`config.mk`:
```
export PLATFORM = sky130hd
export DESIGN_NAME = rom_port_arbiter
export DESIGN_NICKNAME = d
export VERILOG_FILES = /design/src/rtl/rom_port_arbiter_pkg.sv /design/src/rtl/rom_port_arbiter_rr_pick2.sv /design/src/rtl/rom_port_arbiter.sv
export SDC_FILE = /design/constraint.sdc
export NUM_CORES = 1
export LEC_CHECK = 0
export CORE_AREA = 2 2 141 143
export CTS_CLUSTER_SIZE = 40
export DETAILED_ROUTE_END_ITERATION = 7
export DIE_AREA = 0 0 143 145
export DONT_BUFFER_PORTS = 1
export PLACE_DENSITY_LB_ADDON = 0.25
export SKIP_LAST_GASP = 1
export SYNTH_ARGS = -nofsm -noshare
export SYNTH_HDL_FRONTEND = slang
export SYNTH_SLANG_ARGS = --single-unit
```
`constraint.sdc`:
```
create_clock -name clk -period 11.6 [get_ports clk]
set_clock_uncertainty 0.2 [all_clocks]
set_input_delay 1.74 -clock clk [delete_from_list [all_inputs] [get_ports clk]]
set_output_delay 1.74 -clock clk [all_outputs]
set_load 0.01 [all_outputs]
```
`src/rtl/rom_port_arbiter_pkg.sv`:
```
// rtl/rom_port_arbiter_pkg.sv - shared constants and types for the ROM port arbiter
//
// Purpose: constants and typedefs shared by the arbiter top and its pick logic.
//   NUM_CORES      : number of fetch requesters (fixed at 4)
//   ROM_ADDR_WIDTH : ROM word address bits
//   CORE_IDX_W     : bits needed to name one core
//   core_idx_t     : core index
//   inflight_tag_t : {valid, core} tag of a ROM read in flight
package rom_port_arbiter_pkg;

  localparam int NUM_CORES      = 4;
  localparam int ROM_ADDR_WIDTH = 14;
  localparam int CORE_IDX_W     = 2;

  typedef logic [CORE_IDX_W-1:0] core_idx_t;

  typedef struct packed {
    logic      valid;
    core_idx_t core;
  } inflight_tag_t;

endpackage

```
`src/rtl/rom_port_arbiter_rr_pick2.sv`:
```
// rtl/rom_port_arbiter_rr_pick2.sv - round-robin pick of up to two requesters
//
// Purpose: combinational scan of the request vector starting at the priority
// pointer (wrapping 3->0). First requester found wins port A, the next one
// wins port B. The next pointer is one past the last winner, or unchanged
// when nobody requests.
// Ports:
//   i_req      in  [NUM_CORES-1:0] request vector, bit i = core i
//   i_ptr      in  core_idx_t      current priority pointer
//   o_valid_a  out                 port A has a winner
//   o_idx_a    out core_idx_t      port A winner
//   o_valid_b  out                 port B has a winner
//   o_idx_b    out core_idx_t      port B winner
//   o_next_ptr out core_idx_t      pointer to load at the end of this cycle
module rr_pick2
  import rom_port_arbiter_pkg::*;
(
  input  logic [NUM_CORES-1:0] i_req,
  input  core_idx_t            i_ptr,
  output logic                 o_valid_a,
  output core_idx_t            o_idx_a,
  output logic                 o_valid_b,
  output core_idx_t            o_idx_b,
  output core_idx_t            o_next_ptr
);

  core_idx_t w_idx;

  always_comb begin
    o_valid_a  = 1'b0;
    o_idx_a    = '0;
    o_valid_b  = 1'b0;
    o_idx_b    = '0;
    o_next_ptr = i_ptr;
    w_idx      = '0;

    // Index arithmetic is 2 bits wide, so the scan wraps 3->0 for free.
    for (int k = 0; k < NUM_CORES; k++) begin
      w_idx = i_ptr + core_idx_t'(k);
      if (i_req[w_idx]) begin
        if (!o_valid_a) begin
          o_valid_a = 1'b1;
          o_idx_a   = w_idx;
        end else if (!o_valid_b) begin
          o_valid_b = 1'b1;
          o_idx_b   = w_idx;
        end
      end
    end

    // Moving past the last winner puts any stalled requesters first next cycle.
    if (o_valid_b) begin
      o_next_ptr = o_idx_b + core_idx_t'(1);
    end else if (o_valid_a) begin
      o_next_ptr = o_idx_a + core_idx_t'(1);
    end
  end

endmodule

```
`src/rtl/rom_port_arbiter.sv`:
```
// rtl/rom_port_arbiter.sv - shares a dual-port instruction ROM among four cores
//
// Purpose: grants up to two fetch requests per cycle (round-robin), drives the
// winners' addresses onto ROM ports A/B, and returns each ROM word to its core
// one cycle later with a one-cycle valid pulse.
// Optional feature macro: ROM_ADDR_RANGE_CHECK_EN adds addr_error_core; a
// granted address with nonzero bits above the ROM range returns data 0 with an
// error pulse instead of the ROM word.
// Ports:
//   clk, reset                 clock, asynchronous active-high reset
//   req_core      in  [3:0]    per-core fetch request
//   address_coreN in  [WIDTH]  per-core fetch address
//   grant_core    out [3:0]    per-core accept (combinational)
//   data_coreN    out [WIDTH]  returned instruction, held until overwritten
//   valid_core    out [3:0]    data_coreN is new this cycle
//   rom_address_a/b out        ROM port addresses (0 when port unused)
//   rom_q_a/b     in  [WIDTH]  ROM read data, one cycle after address
//   addr_error_core out [3:0]  out-of-range pulse (feature build only)
module rom_port_arbiter #(
  parameter int WIDTH          = 32,
  parameter int ROM_ADDR_WIDTH = 14,
  parameter int NUM_CORES      = 4
) (
  input  logic                      clk,
  input  logic                      reset,
  input  logic [NUM_CORES-1:0]      req_core,
  input  logic [WIDTH-1:0]          address_core0,
  input  logic [WIDTH-1:0]          address_core1,
  input  logic [WIDTH-1:0]          address_core2,
  input  logic [WIDTH-1:0]          address_core3,
  output logic [NUM_CORES-1:0]      grant_core,
  output logic [WIDTH-1:0]          data_core0,
  output logic [WIDTH-1:0]          data_core1,
  output logic [WIDTH-1:0]          data_core2,
  output logic [WIDTH-1:0]          data_core3,
  output logic [NUM_CORES-1:0]      valid_core,
  output logic [ROM_ADDR_WIDTH-1:0] rom_address_a,
  output logic [ROM_ADDR_WIDTH-1:0] rom_address_b,
  input  logic [WIDTH-1:0]          rom_q_a,
  input  logic [WIDTH-1:0]          rom_q_b
`ifdef ROM_ADDR_RANGE_CHECK_EN
  ,
  output logic [NUM_CORES-1:0]      addr_error_core
`endif
);

  import rom_port_arbiter_pkg::*;

  logic [WIDTH-1:0] w_addr [NUM_CORES];
  logic [WIDTH-1:0] w_data [NUM_CORES];
  logic [WIDTH-1:0] r_data [NUM_CORES];
  logic [WIDTH-1:0] w_q_a;
  logic [WIDTH-1:0] w_q_b;

  core_idx_t     r_ptr;
  inflight_tag_t r_tag_a;
  inflight_tag_t r_tag_b;

  logic      w_valid_a;
  logic      w_valid_b;
  core_idx_t w_idx_a;
  core_idx_t w_idx_b;
  core_idx_t w_next_ptr;

  assign w_addr[0] = address_core0;
  assign w_addr[1] = address_core1;
  assign w_addr[2] = address_core2;
  assign w_addr[3] = address_core3;

  rr_pick2 u_pick (
    .i_req      (req_core),
    .i_ptr      (r_ptr),
    .o_valid_a  (w_valid_a),
    .o_idx_a    (w_idx_a),
    .o_valid_b  (w_valid_b),
    .o_idx_b    (w_idx_b),
    .o_next_ptr (w_next_ptr)
  );

  // Grants and ROM addresses are forced to 0 while reset is held so nothing
  // is handed out before the arbiter is live.
  always_comb begin
    grant_core    = '0;
    rom_address_a = '0;
    rom_address_b = '0;
    if (!reset) begin
      if (w_valid_a) begin
        grant_core[w_idx_a] = 1'b1;
        rom_address_a       = w_addr[w_idx_a][ROM_ADDR_WIDTH-1:0];
      end
      if (w_valid_b) begin
        grant_core[w_idx_b] = 1'b1;
        rom_address_b       = w_addr[w_idx_b][ROM_ADDR_WIDTH-1:0];
      end
    end
  end

  always_ff @(posedge clk or posedge reset) begin
    if (reset) begin
      r_ptr   <= '0;
      r_tag_a <= '0;
      r_tag_b <= '0;
    end else begin
      r_ptr   <= w_next_ptr;
      r_tag_a <= '{valid: w_valid_a, core: w_idx_a};
      r_tag_b <= '{valid: w_valid_b, core: w_idx_b};
    end
  end

`ifdef ROM_ADDR_RANGE_CHECK_EN
  logic r_err_a;
  logic r_err_b;
  logic w_err_a;
  logic w_err_b;

  assign w_err_a = w_valid_a && (|w_addr[w_idx_a][WIDTH-1:ROM_ADDR_WIDTH]);
  assign w_err_b = w_valid_b && (|w_addr[w_idx_b][WIDTH-1:ROM_ADDR_WIDTH]);

  always_ff @(posedge clk or posedge reset) begin
    if (reset) begin
      r_err_a <= 1'b0;
      r_err_b <= 1'b0;
    end else begin
      r_err_a <= w_err_a;
      r_err_b <= w_err_b;
    end
  end

  // An out-of-range slot still reads the ROM; its word is replaced by 0.
  assign w_q_a = r_err_a ? '0 : rom_q_a;
  assign w_q_b = r_err_b ? '0 : rom_q_b;

  always_comb begin
    addr_error_core = '0;
    if (r_tag_a.valid && r_err_a) addr_error_core[r_tag_a.core] = 1'b1;
    if (r_tag_b.valid && r_err_b) addr_error_core[r_tag_b.core] = 1'b1;
  end
`else
  logic w_unused;

  assign w_q_a    = rom_q_a;
  assign w_q_b    = rom_q_b;
  assign w_unused = ^{address_core0[WIDTH-1:ROM_ADDR_WIDTH],
                      address_core1[WIDTH-1:ROM_ADDR_WIDTH],
                      address_core2[WIDTH-1:ROM_ADDR_WIDTH],
                      address_core3[WIDTH-1:ROM_ADDR_WIDTH]};
`endif

  // The ROM word only exists during N+1, so it is passed straight through to
  // the tagged core that cycle and captured so the output holds afterwards.
  always_comb begin
    valid_core = '0;
    for (int i = 0; i < NUM_CORES; i++) begin
      w_data[i] = r_data[i];
    end
    if (r_tag_a.valid) begin
      valid_core[r_tag_a.core] = 1'b1;
      w_data[r_tag_a.core]     = w_q_a;
    end
    if (r_tag_b.valid) begin
      valid_core[r_tag_b.core] = 1'b1;
      w_data[r_tag_b.core]     = w_q_b;
    end
  end

  always_ff @(posedge clk or posedge reset) begin
    if (reset) begin
      for (int i = 0; i < NUM_CORES; i++) begin
        r_data[i] <= '0;
      end
    end else begin
      for (int i = 0; i < NUM_CORES; i++) begin
        r_data[i] <= w_data[i];
      end
    end
  end

  assign data_core0 = w_data[0];
  assign data_core1 = w_data[1];
  assign data_core2 = w_data[2];
  assign data_core3 = w_data[3];

endmodule

```
==> results.md <==
- Unrepaired setup endpoints after global routing: false
- Via count of the first global-routing pass: 5882
- Number of primary I/O pins: 362
- Internal Power: 1.449 mW
- Height of the die: 145 um
- Count of input and output buffers: 0
- DRC violations left: 0
- Master of the slowest instance on the critical path: sky130_fd_sc_hd__buf_4
- Worst setup slack after placement: 5.483 ns
- Synth cell types: 49
- Deepest clock path buffer count: 2
- Post-layout util: 44.76%
- Avg Synthesized Cell Area: 9.786 um2
- Maximum clock frequency: 163.7 MHz
- Total Neg Setup Slack: 0 ns
- Proportion of power drawn by flip-flops and latches: 29.9%
- Highest fanout seen on the critical path: 33
- Quantity of hold-fixing buffers added after cts: 0
- Share of layout cells above drive strength 1: 10.98%
- Placed Instance Area: 0.008020 mm2
- Cts bufs inserted: 17
- Combined area of all synthesized cells: 0.007878 mm2
- Tightest Pin Transition: 1.085 ns
- Pwr Density: 313.6 mW/mm2
- Sequence of cells on the critical path: inv_1 -> nor2_1 -> a211oi_1 -> a21oi_1 -> ha_1 -> mux2i_2 -> o221ai_2 -> a31oi_4 -> buf_4 -> a211oi_1 -> a211oi_1
- Leftover overflow at the end of global routing: 0
- Synth-to-Final Area Change: 9.133%
- Worst Path Arrival: 4.17 ns
- Post-synth top area share: 43.20%
- Number of setup violations in the final report: 0
- Final-report max-slew violation count: 0
- Core Box Area: 0.01921 mm2
- Worst Slack Setup Final: 5.492 ns
- First-pass DRT Iterations: 5
- Layout net count: 970
- Total via count in the routed design: 5869
- Status: finished clean
- Number of flip-flops and latches in the synthesized netlist: 136
- Type of element capturing the critical path: output pin
- Leakage dissipation: 3.825 nW
- Number of placement rows: 51
- Count of clock tree sinks: 136
- Initial DRC Count: 310
- YS warnings: 0
- Endpoint required time on the critical path: 9.66 ns
- Number of cells in the design after placement: 1016
- Remaining number of nets flagged by the antenna check after routing: 0
- Starting utilization of the core area: 41.01%
- Total power of the final layout: 2.696 mW
- Root buf cell: sky130_fd_sc_hd__clkbuf_16
- Worst min path class: reg2reg
- Cell type contributing the most total cell area after synthesis: sky130_fd_sc_hd__dfrtp_1
- Sw frac: 46.25%
- Wirelength per Cell: 21.32 um
- Initial antenna violation count: 0
- Crit-path leading delay family: compound AO/OA/AOI/OAI gates
- Ant. Diodes: 0
- Routed wire length: 22.34 mm
- Number of standard cells in the layout, taps in and fillers out: 1048
- Final worst-path cycle share: 52.65%
- Post-CTS sizing: 0
- Max-capacitance violation count: 0
- Sequential cell area fraction in the yosys report: 43.20%
- CTS tree: built
- Synthesized Nets: 1005
- Overall Global Routing Usage: 21.29%
- Switching power of the nets: 1.247 mW
- Count of final hold-check violations: 0
- Clock latency reported for the late side of the worst-skew pair: 0.42 ns
- Maximum vdd drop: 0.1364 mV
- Area of the die: 0.02074 mm2
- Cell repeated most along the worst path: sky130_fd_sc_hd__a211oi_1
- Global-route wire length before repair: 34.30 mm
- Fin crit period: 6.108 ns
- Total number of H-tree levels: 4
- Largest net degree at the start of global routing: 90
- Number of instances in the synthesized netlist: 805
- Biggest area contributors in the synthesized netlist: sky130_fd_sc_hd__dfrtp_1 (43%), sky130_fd_sc_hd__mux2i_1 (20%), sky130_fd_sc_hd__o21ai_0 (8.4%), sky130_fd_sc_hd__nand2_1 (6.4%), sky130_fd_sc_hd__a211oi_2 (3.8%)
- Number of post-CTS setup repair buffers: 0
- Clock edge transition at the registers on the reported setup and hold paths: 0.06 ns
- GPL Wtd Cong: 0.8111
- Fraction of power consumed by combinational cells: 50.4%
- Startpoint Class: primary input
- Buf/Inv on CP: 2
- Remaining max-slew budget at the tightest pin: 27.42%
- Layout Cell Area excl Fill: 0.008597 mm2
- Clock power share: 19.7%
- Post-DR vias/cell: 5.600
- Smallest hold slack: 0.5321 ns
- Floorplan die width: 143 um
- Post-detail-place hpwl: 14.79 mm
- Worst Path Class, Setup: in2out
- Critical path's largest stage delay: 0.43 ns
placed cells by master (no fill, tap or decap), types with 5 or more instances in the layout:
master and n:
sky130_fd_sc_hd__a21oi_1 6, sky130_fd_sc_hd__nor2b_1 15, sky130_fd_sc_hd__o21ai_0 133, sky130_fd_sc_hd__and2_1 15, sky130_fd_sc_hd__clkbuf_16 17, sky130_fd_sc_hd__a211oi_2 23, sky130_fd_sc_hd__buf_4 13, sky130_fd_sc_hd__nor2_1 11
sky130_fd_sc_hd__inv_6 5, sky130_fd_sc_hd__nand3b_1 5, sky130_fd_sc_hd__a211oi_1 37, sky130_fd_sc_hd__mux2i_1 161, sky130_fd_sc_hd__inv_1 7, sky130_fd_sc_hd__dfrtp_1 136, sky130_fd_sc_hd__nand2_1 135
synthesized netlist by cell type (all sizes together):
cell,instances
o21ai,133
mux2i,162
xnor2,1
nand2,135
a311oi,1
o211ai,1
nor3,2
buf,25
dfrtp,136
a22oi,3
nor4b,1
nand3b,5
and3b,1
o22ai,3
a32o,3
a21oi,6
inv,10
nor2b,15
o32ai,3
or3b,1
o22a,1
o2bb2a,1
o31ai,2
o21a,1
and2b,1
xor2,1
a31oi,1
nand2b,4
mux4,1
nor2,13
nor4,1
clkbuf,42
nor3b,2
a211oi,61
o221ai,1
and2,15
nand3,2
maj3,1
or2,3
ha,2
and3,2
power groups by stage:
stage,clock [mW],sequential [mW],combinational [mW]
floorplan,0,0.774,1.14
detailed placement,0,0.817,1.38
CTS,0.547,0.809,1.38
global placement,0,0.805,1.36
finish,0.531,0.807,1.36
global route,0.565,0.829,1.48
tightest hold or removal path, stage by stage (launching register included):
cell and delay [ns]:
sky130_fd_sc_hd__dfrtp_1 0.35, sky130_fd_sc_hd__mux2i_1 0.11, sky130_fd_sc_hd__o21ai_0 0.18
flip-flops by register name (all words and copies together), names as in the netlist:
register,flops
r_data,128
r_tag_a,3
r_tag_b,3
r_ptr,2
worst paths after layout:
check | start | to | cells past startpoint | slack [ns]
setup / recovery | req_core[0] | rom_address_a[13] | 11 | 5.49
hold / removal | r_data[122]$_DFF_PP0_ | r_data[122]$_DFF_PP0_ | 2 | 0.53
setup reg to reg | r_ptr[0]$_DFFE_PP0P_ | r_ptr[1]$_DFFE_PP0P_ | 10 | 8.26
hold reg to reg | r_data[122]$_DFF_PP0_ | r_data[122]$_DFF_PP0_ | 2 | 0.53
max in group asynchronous | reset | r_data[32]$_DFF_PP0_ | 2 | 8.83
min in group asynchronous | reset | r_data[102]$_DFF_PP0_ | 1 | 1.14
area by class of cell:
type | count | area (um2)
Inverter | 10 | 42.54
Fill cell | 1831 | 10610
Clock buffer | 19 | 432.9
Multi-Input combinational cell | 592 | 4145
Tap cell | 265 | 331.6
Sequential cell | 136 | 3403
Timing Repair Buffer | 13 | 97.59
Clock inverter | 13 | 143.9
metal layers:
| layer | track usage [%] | up-vias | routed length [um] |
|---|---|---|---|
| li1 | - | 2813 | - |
| met2 | 34.93 | 200 | 10870 |
| met3 | 7.129 | 28 | 1863 |
| met4 | 6.980 | 0 | 412 |
| met5 | 0 | - | 0 |
| met1 | 26.22 | 2828 | 9193 |
cell families (layout without fill, tap and decap cells):
group / after synthesis / after routing / synth area share (%)
AOI/OAI and AO/OA: 221 / 221 / 18.82
xor gates and xnor gates: 2 / 2 / 0.2224
adders and majority gates: 3 / 3 / 0.4447
buffers and inverters: 77 / 55 / 4.749
DFF: 136 / 136 / 43.20
muxes: 163 / 163 / 20.92
and+or+nand+nor: 203 / 203 / 11.64
(Power assumes the default switching activity.)
